[config.mk]
export PLATFORM = sky130hd
export DESIGN_NAME = instr_loader
export DESIGN_NICKNAME = d
export VERILOG_FILES = /design/src/rtl/mips_pkg.sv /design/src/rtl/byte_packer.sv /design/src/rtl/instr_loader.sv
export SDC_FILE = /design/constraint.sdc
export NUM_CORES = 1
export LEC_CHECK = 0
export BUFFER_PORTS_ARGS = -buffer_cell sky130_fd_sc_hd__buf_2
export CELL_PAD_IN_SITES_DETAIL_PLACEMENT = 1
export CELL_PAD_IN_SITES_GLOBAL_PLACEMENT = 1
export CORE_ASPECT_RATIO = 2
export CORE_UTILIZATION = 33
export DETAILED_ROUTE_END_ITERATION = 10
export PLACE_DENSITY_LB_ADDON = 0.1
export SYNTH_ARGS = -nofsm -noshare
export SYNTH_HDL_FRONTEND = slang
export SYNTH_SLANG_ARGS = --single-unit
[constraint.sdc]
create_clock -name i_clk -period 1.8 [get_ports i_clk]
set_input_delay 0.09 -clock i_clk [delete_from_list [all_inputs] [get_ports i_clk]]
set_output_delay 0.09 -clock i_clk [all_outputs]
set_load 0.005 [all_outputs]
[src/rtl/mips_pkg.sv]
// Shared MIPS constants and loader state encoding; no logic, no latency.
package mips_pkg;

  localparam logic [5:0] OP_SPECIAL = 6'b000000;
  localparam logic [5:0] OP_J       = 6'b000010;
  localparam logic [5:0] OP_BEQ     = 6'b000100;
  localparam logic [5:0] OP_ADDI    = 6'b001000;
  localparam logic [5:0] OP_LW      = 6'b100011;
  localparam logic [5:0] OP_SW      = 6'b101011;
  localparam logic [5:0] OP_HALT    = 6'b111111;

  localparam logic [31:0] HALT_WORD_DEF = {OP_HALT, 26'd0};

  typedef enum logic [2:0] {
    ST_IDLE  = 3'd0,
    ST_RECV  = 3'd1,
    ST_WRITE = 3'd2,
    ST_CHECK = 3'd3,
    ST_DONE  = 3'd4,
    ST_ERROR = 3'd5
  } ld_state_t;

endpackage

[src/rtl/byte_packer.sv]
// MSB-first 4-byte shift register with 2-bit byte index; word updates on the shift edge.
// Never stalls: the caller decides when a byte is accepted.
module byte_packer (
  input  logic        i_clk,
  input  logic        i_rst,
  input  logic        i_clr,
  input  logic        i_shift,
  input  logic [7:0]  i_byte,
  output logic [31:0] o_word,
  output logic [1:0]  o_idx
);

  always_ff @(posedge i_clk) begin
    if (i_rst || i_clr) begin
      o_word <= 32'd0;
      o_idx  <= 2'd0;
    end else if (i_shift) begin
      o_word <= {o_word[23:0], i_byte};
      o_idx  <= o_idx + 2'd1;
    end
  end

endmodule

[src/rtl/instr_loader.sv]
// Serial-byte to instruction-memory loader; word written 1 cycle after its 4th byte, HALT_WORD ends a session.
// Backpressure: o_rx_ready low outside byte-accepting states. Trailing checksum byte with INSTR_LOADER_CHECKSUM_EN.
module instr_loader
  import mips_pkg::*;
#(
  parameter int          ADDR_W    = 8,
  parameter logic [31:0] HALT_WORD = HALT_WORD_DEF
) (
  input  logic              i_clk,
  input  logic              i_rst,
  input  logic              i_start,
  input  logic [7:0]        i_rx_data,
  input  logic              i_rx_valid,
  output logic              o_rx_ready,
  output logic              o_mem_we,
  output logic [ADDR_W-1:0] o_mem_addr,
  output logic [31:0]       o_mem_data,
  output logic              o_busy,
  output logic              o_done,
  output logic              o_err,
  output logic [ADDR_W:0]   o_word_count
);

  ld_state_t         state, state_nxt;
  logic [ADDR_W-1:0] addr;
  logic [ADDR_W:0]   word_count;
  logic [31:0]       pk_word;
  logic [1:0]        pk_idx;
  logic              xfer, start_ok, addr_last, word_is_halt;

  assign xfer         = i_rx_valid && o_rx_ready;
  assign start_ok     = i_start && (state == ST_IDLE || state == ST_DONE || state == ST_ERROR);
  assign addr_last    = (addr == {ADDR_W{1'b1}});
  assign word_is_halt = (pk_word == HALT_WORD);

  byte_packer u_packer (
    .i_clk   (i_clk),
    .i_rst   (i_rst),
    .i_clr   (start_ok),
    .i_shift (xfer && (state == ST_RECV)),
    .i_byte  (i_rx_data),
    .o_word  (pk_word),
    .o_idx   (pk_idx)
  );

  always_ff @(posedge i_clk) begin
    if (i_rst) state <= ST_IDLE;
    else       state <= state_nxt;
  end

  // Address saturates at the top word so an overflow never aliases onto address 0.
  always_ff @(posedge i_clk) begin
    if (i_rst || start_ok) begin
      addr       <= '0;
      word_count <= '0;
    end else if (state == ST_WRITE) begin
      word_count <= word_count + (ADDR_W+1)'(1);
      if (!word_is_halt && !addr_last) addr <= addr + ADDR_W'(1);
    end
  end

`ifdef INSTR_LOADER_CHECKSUM_EN
  logic [7:0] csum;

  always_ff @(posedge i_clk) begin
    if (i_rst || start_ok)                csum <= 8'd0;
    else if (xfer && (state == ST_RECV)) csum <= csum ^ i_rx_data;
  end
`endif

  always_comb begin
    state_nxt = state;
    case (state)
      ST_IDLE, ST_DONE, ST_ERROR: if (i_start) state_nxt = ST_RECV;
      ST_RECV:  if (xfer && (pk_idx == 2'd3)) state_nxt = ST_WRITE;
      ST_WRITE: begin
        if (word_is_halt) begin
`ifdef INSTR_LOADER_CHECKSUM_EN
          state_nxt = ST_CHECK;
`else
          state_nxt = ST_DONE;
`endif
        end else if (addr_last) begin
          state_nxt = ST_ERROR;
        end else begin
          state_nxt = ST_RECV;
        end
      end
      ST_CHECK: begin
`ifdef INSTR_LOADER_CHECKSUM_EN
        if (xfer) state_nxt = (i_rx_data == csum) ? ST_DONE : ST_ERROR;
`else
        state_nxt = ST_IDLE;
`endif
      end
      default: state_nxt = ST_IDLE;
    endcase
  end

  always_comb begin
    o_rx_ready = 1'b0;
    o_mem_we   = 1'b0;
    o_busy     = 1'b0;
    o_done     = 1'b0;
    o_err      = 1'b0;
    case (state)
      ST_RECV: begin
        o_rx_ready = 1'b1;
        o_busy     = 1'b1;
      end
      ST_WRITE: begin
        o_mem_we = 1'b1;
        o_busy   = 1'b1;
      end
      ST_CHECK: begin
`ifdef INSTR_LOADER_CHECKSUM_EN
        o_rx_ready = 1'b1;
`endif
        o_busy = 1'b1;
      end
      ST_DONE:  o_done = 1'b1;
      ST_ERROR: o_err  = 1'b1;
      default: ;
    endcase
  end

  assign o_mem_addr   = addr;
  assign o_mem_data   = pk_word;
  assign o_word_count = word_count;

endmodule
# Yosys cells after proc, flatten, opt, wreduce, memory -nomap -nowiden
# Cells that the tools add are included.
# word_totals
register_bits	54
in_bits	12
elab_cells	43
# classes
addsub	3
reduce_logical	15
muxes	10
n_eq_ne	10
# op_table
cell	n
32-bit equality test (second input constant)	1
3-bit two-way mux	4
9-bit by 1-bit adder with 9-bit output (second input constant)	1
3-bit one-hot mux with 3 select lines	1
8-bit by 1-bit adder with 8-bit output (second input constant)	1
8-bit equality test (second input constant)	1
3-bit by 2-bit equality test with 1-bit output (second input constant)	2
3-bit equality test (second input constant)	2
3-bit OR reduction	2
1-bit logical AND	5
1-bit two-way mux	5
2-bit AND reduction	2
3-bit by 1-bit equality test with 1-bit output (second input constant)	1
3-bit zero test	1
1-bit logical OR	3
2-bit by 1-bit adder with 2-bit output (second input constant)	1
2-bit equality test (second input constant)	1
1-bit zero test	2
2-bit by 1-bit inequality test with 1-bit output (second input constant)	1
2-bit inequality test (second input constant)	1

# Longest topological paths before layout
# Gate-level depths: netlist of the first run.
# logic_depth
ltp_word	6
ltp_mapped	7
ltp_nobuf	6

# Modules after synthesis
# Synthesis of the first run repeated with hierarchy kept, for this count alone.
# hier_totals
cells_unflattened	230
hier_area_um2	2292.2
# modules_own_cells
mod	cells_each	area_each_um2	instances	seq_area_each_um2
byte_packer	112	1262.5	1	680.7
instr_loader	118	1029.7	1	400.4

# Worst setup path before layout of the first run
# OpenSTA, ideal clock, no wires.
# synth_path
path_type	reg2reg
startpoint	register state[1]
endpoint	register addr[7] (netlist: o_mem_addr[7])
arrival_time_ps	1609
stages_incl_launch_ff	7
synth_period_minus_slack_ps	1679
setup_time_ps	70
n_path_buf	1
setup_slack_ps	121
cell_sequence	dfxtp_1 or3b_4 clkinv_4 o21ai_2 buf_6 or4_1 a21oi_1
# synth_via
elab_chain_len	5
word_cells_on_any_way	9
classes_between	3 x eq/ne; 6 x reduce/logical
# synth_rtl
item	line	source
start: declaration	instr_loader.sv:24	ld_state_t state, state_nxt;
start signal: assignment	instr_loader.sv:48	else state <= state_nxt;
3-bit equality test or 3-bit zero test (tied branches)	instr_loader.sv:32	assign start_ok = i_start && (state == ST_IDLE || state == ST_DONE || state == ST_ERROR);
1-bit logical OR (2 in series)	instr_loader.sv:32	
1-bit logical AND	instr_loader.sv:32	
1-bit logical OR	instr_loader.sv:53	if (i_rst || start_ok) begin
end signal: assignment	instr_loader.sv:58	if (!word_is_halt && !addr_last) addr <= addr + ADDR_W'(1);
end: declaration	instr_loader.sv:25	logic [ADDR_W-1:0] addr;
# Parallel ways exist; a longest one is shown, timed or not.
# A chain may end at the register's enable or synchronous reset.

# Final worst setup path of the first run
# layout_path
startpoint	register state[0]
endpoint	register addr[7] (netlist: o_mem_addr[7])
# The elaborated chain is that of the path after synthesis.

==> results.py, run 1 <==
metrics = {
    "outcome": {
        "status": "completed",
    },
    "detailed_routing": {
        "wl_um": 6740,
        "drtAntennaViolNets": 0,
        "wl_per_cell_um": 15.2,
        "num_vias": 2221,
        "dr.pass1.iters": 4,
        "drt_iter0_drc": 88,
        "drc": 0,
        "viasPerCell": 5.01,
    },
    "placed_design": {
        "gp_congestion": 0.748,
        "hpwl_um": 5090,
        "io_buffers": 65,
        "post-place-ws_ns": 0.0160,
        "dp_cells": 435,
    },
    "logic_synthesis": {
        "synth_edf_count": 0,
        "synth_warnings": 0,
        "ys_ff_latch": 54,
        "synthCells": 271,
        "avgSynthCellArea_um2": 8.25,
        "netlist_area_mm2": 0.00223,
        "synth_area_leader_cell": "dfxtp_1",
        "synth_area_leaders": "dfxtp_1 (48%), nand2_1 (12%), a21oi_1 (9.4%), nor2_1 (2.5%), clkbuf_1 (2.2%)",
        "synthesis.nets": 286,
        "synth_flop_cell": "dfxtp_1",
        "yosysUniqueCellTypes": 42,
        "synth_top_area_share_pct": 48.4,
        "seq_area_frac_synth_pct": 48.4,
        "async_flop_share_pct": 0,
    },
    "worst_setup_path": {
        "r2r-start": "state[0]$_SDFFE_PP0P_",
        "end_kind": "register",
        "cp-startpoint": "state[0]$_SDFFE_PP0P_",
        "critPathLaunchType": "register",
        "worstSetupPathType": "register to register",
        "cp.arrival_ns": 1.94,
        "crit_path_max_fanout": 11,
        "required_ns": 2.03,
        "r2r_setup_slack_ns": 0.09,
    },
    "sta": {
        "layout_setup_ws_ns": 0.0931,
        "setup_viol": 0,
        "relSlewSlack_pct": 71.8,
        "hold_viol_final": 0,
        "rsz0062_at_grt": "no",
        "fmax_mhz": 586,
        "period_needed_ns": 1.71,
        "slew_viol_final": 0,
        "tightest_slew_ns": 0.423,
        "clock_skew_ns": 0.00217,
        "final.period_utilization_pct": 94.8,
        "final.setup.tns_ns": 0,
    },
    "global_routing": {
        "antenna_found_initial": 0,
        "grt-ovfl-total": 0,
        "grt_pass1_wl_um": 11000,
        "grt_pass1_vias": 2256,
        "grtUsageTotal_pct": 20.6,
        "grt_max_degree": 35,
    },
    "cells_and_area": {
        "syn_to_final_growth_pct": 34.3,
        "drive_gt1_share_pct": 31.8,
        "finalNonFillerCells": 443,
        "layout_commonest_cell": "nand2_1",
        "finalNetCount": 369,
        "nFillCells": 822,
        "most-common-layout-cells": "nand2_1 (74), buf_2 (65), dfxtp_1 (54)",
        "diodes": 0,
    },
    "run": {
        "cap_violations": 0,
    },
    "clock_network": {
        "clockBufferDepth": 2,
        "ctsHoldBuffers": 0,
        "numCtsBuffers": 5,
        "clkTransAtPathRegs_ns": 0.07,
        "clock-root-buffer": "clkbuf_16",
        "cts.sinks": 54,
        "clock_latency_ns": 0.29,
        "htree_levels": 2,
        "cts_tree": "built",
    },
    "floorplanning": {
        "die-area_mm2": 0.00712,
        "rows": 42,
        "pin_count": 66,
        "core_mm2": 0.00657,
        "die_y_um": 118,
        "start_util_pct": 34.0,
        "die_w_um": 60.2,
    },
    "pwr": {
        "powerDensity_mw_per_mm2": 775,
        "ir_drop_mv": 0.634,
        "power.leakage_nw": 1.24,
    },
    "min_path": {
        "hold_path.class": "input pin to register",
        "min-delay-start": "i_rx_data[2]",
    },
}
[timing repair]
item | CTS | global route
resized for setup | 1 | 6
endpoints found under the setup margin | 1 | 5
pin swaps | 0 | 1
hold endpoints to repair | 0 | 0
setup buffers | 0 | 0
cloned | 0 | 0
[registers in the layout (all words and copies together) (netlist names)]
signal,cells
u_packer.o_idx,2
u_packer.o_word,32
o_word_count,9
state,3
o_mem_addr,8
[routing by layer]
| metal | share of wire, % | track usage [%] | vias to the layer above | wire, µm |
|---|---|---|---|---|
| met5 | 0 | 0 | - | 0 |
| met1 | 38 | 21.4 | 1078 | 2580 |
| met3 | 2.9 | 3.72 | 5 | 195 |
| met2 | 58 | 38.5 | 42 | 3890 |
| met4 | 1.1 | 6.83 | 0 | 76 |
| li1 | - | - | 1096 | - |
[report_power, final]
| part | switching, mW | internal [mW] | leakage, nW |
|---|---|---|---|
| Sequential | 0.00893 | 1.20 | 0.436 |
| Clock | 0.437 | 0.553 | 0.0739 |
| Combinational | 0.0795 | 0.0435 | 0.726 |
| Total | 0.526 | 1.80 | 1.24 |
[kinds of logic (layout without fill, tap and decap cells)]
family                     count (synthesis)  in the layout  synth area share (%)
AOI/OAI and AO/OA                         59             59                  15.8
xor gates and xnor gates                   9              9                  3.53
adders and majority gates                  3              3                  1.68
buffers and inverters                     19            103                  3.81
DFF                                       54             54                  48.4
muxes                                      1              1                 0.448
and+or+nand+nor                          126            126                  26.4
[final timing paths]
kind,cells past startpoint,end
min,3,u_packer.o_word[2]$_SDFFE_PP0P_
min reg2reg,2,u_packer.o_idx[1]$_SDFFE_PP0P_
max reg2reg,6,o_mem_addr[7]$_SDFFE_PP0P_
max,6,o_mem_addr[7]$_SDFFE_PP0P_
[critical path, cell delays in order (launching register included)]
cell and delay (ns):
dfxtp_1 0.32, or3b_4 0.42, clkinv_4 0.08, o21ai_2 0.05, buf_4 0.16, or4_1 0.46, a21oi_1 0.14
[cell type report]
cell class | count | area [µm²] | share of cell area, %
Clock buffer | 7 | 143 | 4.75
Clock inverter | 1 | 5.00 | 0.167
Inverter | 4 | 20.0 | 0.667
Multi-Input combinational cell | 198 | 1110 | 36.9
Sequential cell | 54 | 1080 | 36.0
Tap cell | 88 | 110 | 3.67
Timing Repair Buffer | 91 | 533 | 17.8
[per-stage QoR]
stage               util, %  area, µm²  hold slack (ns)  power (mW)
floorplan                 -       2230            0.159        1.30
global placement       42.8       2810            0.329        1.36
finish                 45.7       3000           0.0290        2.32
CTS                    45.2       2970           0.0266        2.35
global route           45.7       3000           0.0367        2.42
detailed placement     42.8       2810            0.342        1.36
[synth_stat cells, types with 2 or more instances]
master    number
o21ai_0        5
or4_1          2
a211oi_1       2
or3_1          2
nor4_1         4
nand3_1        5
and3_1         3
xnor2_1        4
dfxtp_1       54
and4_1         2
nor2_1        15
clkbuf_1      13
o41ai_1        2
a21oi_1       42
ha_1           3
nor4bb_1       2
nand4_1        5
inv_1          3
nand2_1       74
nor3b_1        2
xor2_1         5
nor4b_1        2
Power figures use the tool's default switching activity.
==> run 2: changes to the inputs <==
--- a/config.mk
+++ b/config.mk
@@ -12,6 +12,7 @@
 export CORE_UTILIZATION = 33
 export DETAILED_ROUTE_END_ITERATION = 10
 export PLACE_DENSITY_LB_ADDON = 0.1
+export REMOVE_ABC_BUFFERS = 1
 export SYNTH_ARGS = -nofsm -noshare
 export SYNTH_HDL_FRONTEND = slang
 export SYNTH_SLANG_ARGS = --single-unit
==> results.py, run 2 (same netlist as run 1, synthesis figures left out) <==
metrics = {
    "worst_setup_path": {
        "critPathBufInv": 2,
        "cp_top_family": "simple AND/OR/NAND/NOR gates",
        "slowest_delay_ns": 0.48,
        "critPathLaunchType": "register",
        "worstSetupPathType": "register to register",
        "end_kind": "register",
        "cp_slowest_cell": "or4_4",
        "required_ns": 2.02,
        "crit_chain": "or3b_4, clkinv_4, o21ai_2, buf_4, or4_4, a21oi_2",
        "cp.arrival_ns": 1.96,
        "crit_path_max_fanout": 11,
    },
    "clock_network": {
        "clkTransAtPathRegs_ns": 0.07,
        "cts.sinks": 54,
        "clockBufferDepth": 2,
        "clock_latency_ns": 0.29,
        "numCtsBuffers": 5,
        "clock-root-buffer": "clkbuf_16",
        "cts_tree": "built",
        "htree_levels": 2,
    },
    "floorplanning": {
        "die-area_mm2": 0.00712,
        "rows": 42,
        "start_util_pct": 34.0,
        "pin_count": 66,
        "die_y_um": 118,
        "core_mm2": 0.00657,
        "die_w_um": 60.2,
    },
    "sta": {
        "layout_setup_ws_ns": 0.0601,
        "slew_viol_final": 0,
        "fmax_mhz": 575,
        "final.period_utilization_pct": 96.7,
        "hold_viol_final": 0,
        "setup_viol": 0,
        "tightest_slew_ns": 0.369,
        "relSlewSlack_pct": 75.1,
        "clock_skew_ns": 0.00766,
        "period_needed_ns": 1.74,
    },
    "cells_and_area": {
        "nFillCells": 825,
        "finish.utilization_pct": 46.0,
        "finalNetCount": 365,
        "most-common-layout-cells": "nand2_1 (74), buf_2 (65), dfxtp_1 (53)",
        "largest_register_ff_count": 32,
        "regMostFlops": "u_packer.o_word",
        "drive_gt1_share_pct": 32.2,
        "layout_commonest_cell": "nand2_1",
        "diodes": 0,
        "syn_to_final_growth_pct": 35.3,
    },
    "global_routing": {
        "grtUsageTotal_pct": 19.1,
        "grt-ovfl-total": 0,
        "grt_pass1_vias": 2225,
        "grt_pass1_wl_um": 10400,
        "antenna_found_initial": 0,
        "grt_max_degree": 37,
    },
    "detailed_routing": {
        "drt_iter0_drc": 83,
        "num_vias": 2222,
        "dr.pass1.iters": 4,
        "wl_um": 6340,
        "wl_per_cell_um": 14.4,
        "drtAntennaViolNets": 0,
        "drc": 0,
        "viasPerCell": 5.06,
    },
    "placed_design": {
        "gp_congestion": 0.750,
        "post-place-ws_ns": 0.00233,
        "hpwl_um": 4510,
        "io_buffers": 65,
    },
    "pwr": {
        "power.leakage_nw": 1.22,
        "powerDensity_mw_per_mm2": 801,
        "ir_drop_mv": 0.502,
    },
    "outcome": {
        "status": "completed",
    },
    "run": {
        "cap_violations": 0,
    },
    "min_path": {
        "hold_path.class": "input pin to register",
    },
}
## run 2: changes by cell type in the layout (fill, tap and decap cells not counted), sizes merged
cell | previous run | this run
buf | 91 | 87
bufinv | 0 | 1
clkinv | 2 | 1
## run 2: report_power, final
part / internal, mW / switching (mW)
combinational: 0.0481 / 0.0818
sequential: 1.20 / 0.00769
clock: 0.658 / 0.425
## run 2: area by class of cell
cell class	instances	area, µm²	share of cell area [%]
repair buffers	87	515	17.0
well taps	88	110	3.64
inverters	4	20.0	0.662
clock buffers	7	133	4.39
multi-input cells	198	1130	37.5
clock inverters	1	30.0	0.993
flip-flops and latches	54	1080	35.8
## run 2: layer usage
layer | part of all wire [%] | GRT usage [%] | up-vias | wire, µm
met3 | 3.6 | 3.83 | 13 | 228
li1 | - | - | 1092 | -
met2 | 54 | 33.3 | 47 | 3400
met4 | 3.0 | 9.01 | 0 | 193
met1 | 40 | 20.9 | 1070 | 2520
met5 | 0 | 0 | - | 0
## run 2: repair_timing
item                                    CTS  global route
endpoints found under the setup margin    1             3
setup buffers                             0             2
gates resized for setup                   2            11
pin swaps                                 0             1
hold buffers                              0             0
## run 2: through the flow
stage,power [mW],TNS (ns),std cells,hold WS [ns],cell area [µm²]
6_report,2.42,0,439,0.0196,3020
5_1_grt,2.51,-0.0212,439,0.0325,3020
4_1_cts,2.46,0,437,0.0276,2960
3_5_place_dp,1.37,0,429,0.339,2780
3_3_place_gp,1.37,0,429,0.330,2780
2_1_floorplan,1.29,0,256,0.159,2170
## run 2: final timing paths
| check | startpoint | end | slack (ns) | depth (start not counted) |
|---|---|---|---|---|
| hold / removal | i_rst | state[2]$_SDFFE_PP0P_ | 0.02 | 2 |
| setup / recovery | state[2]$_SDFFE_PP0P_ | o_mem_addr[7]$_SDFFE_PP0P_ | 0.06 | 6 |
| hold reg to reg | u_packer.o_idx[1]$_SDFFE_PP0P_ | u_packer.o_idx[1]$_SDFFE_PP0P_ | 0.46 | 2 |
| setup reg to reg | state[2]$_SDFFE_PP0P_ | o_mem_addr[7]$_SDFFE_PP0P_ | 0.06 | 6 |
## run 2: worst reg2reg max path: stages, from the launching register on
cell and delay (ns):
dfxtp_2 0.34, or3b_4 0.41, clkinv_4 0.09, o21ai_2 0.05, buf_4 0.17, or4_4 0.48, a21oi_2 0.14
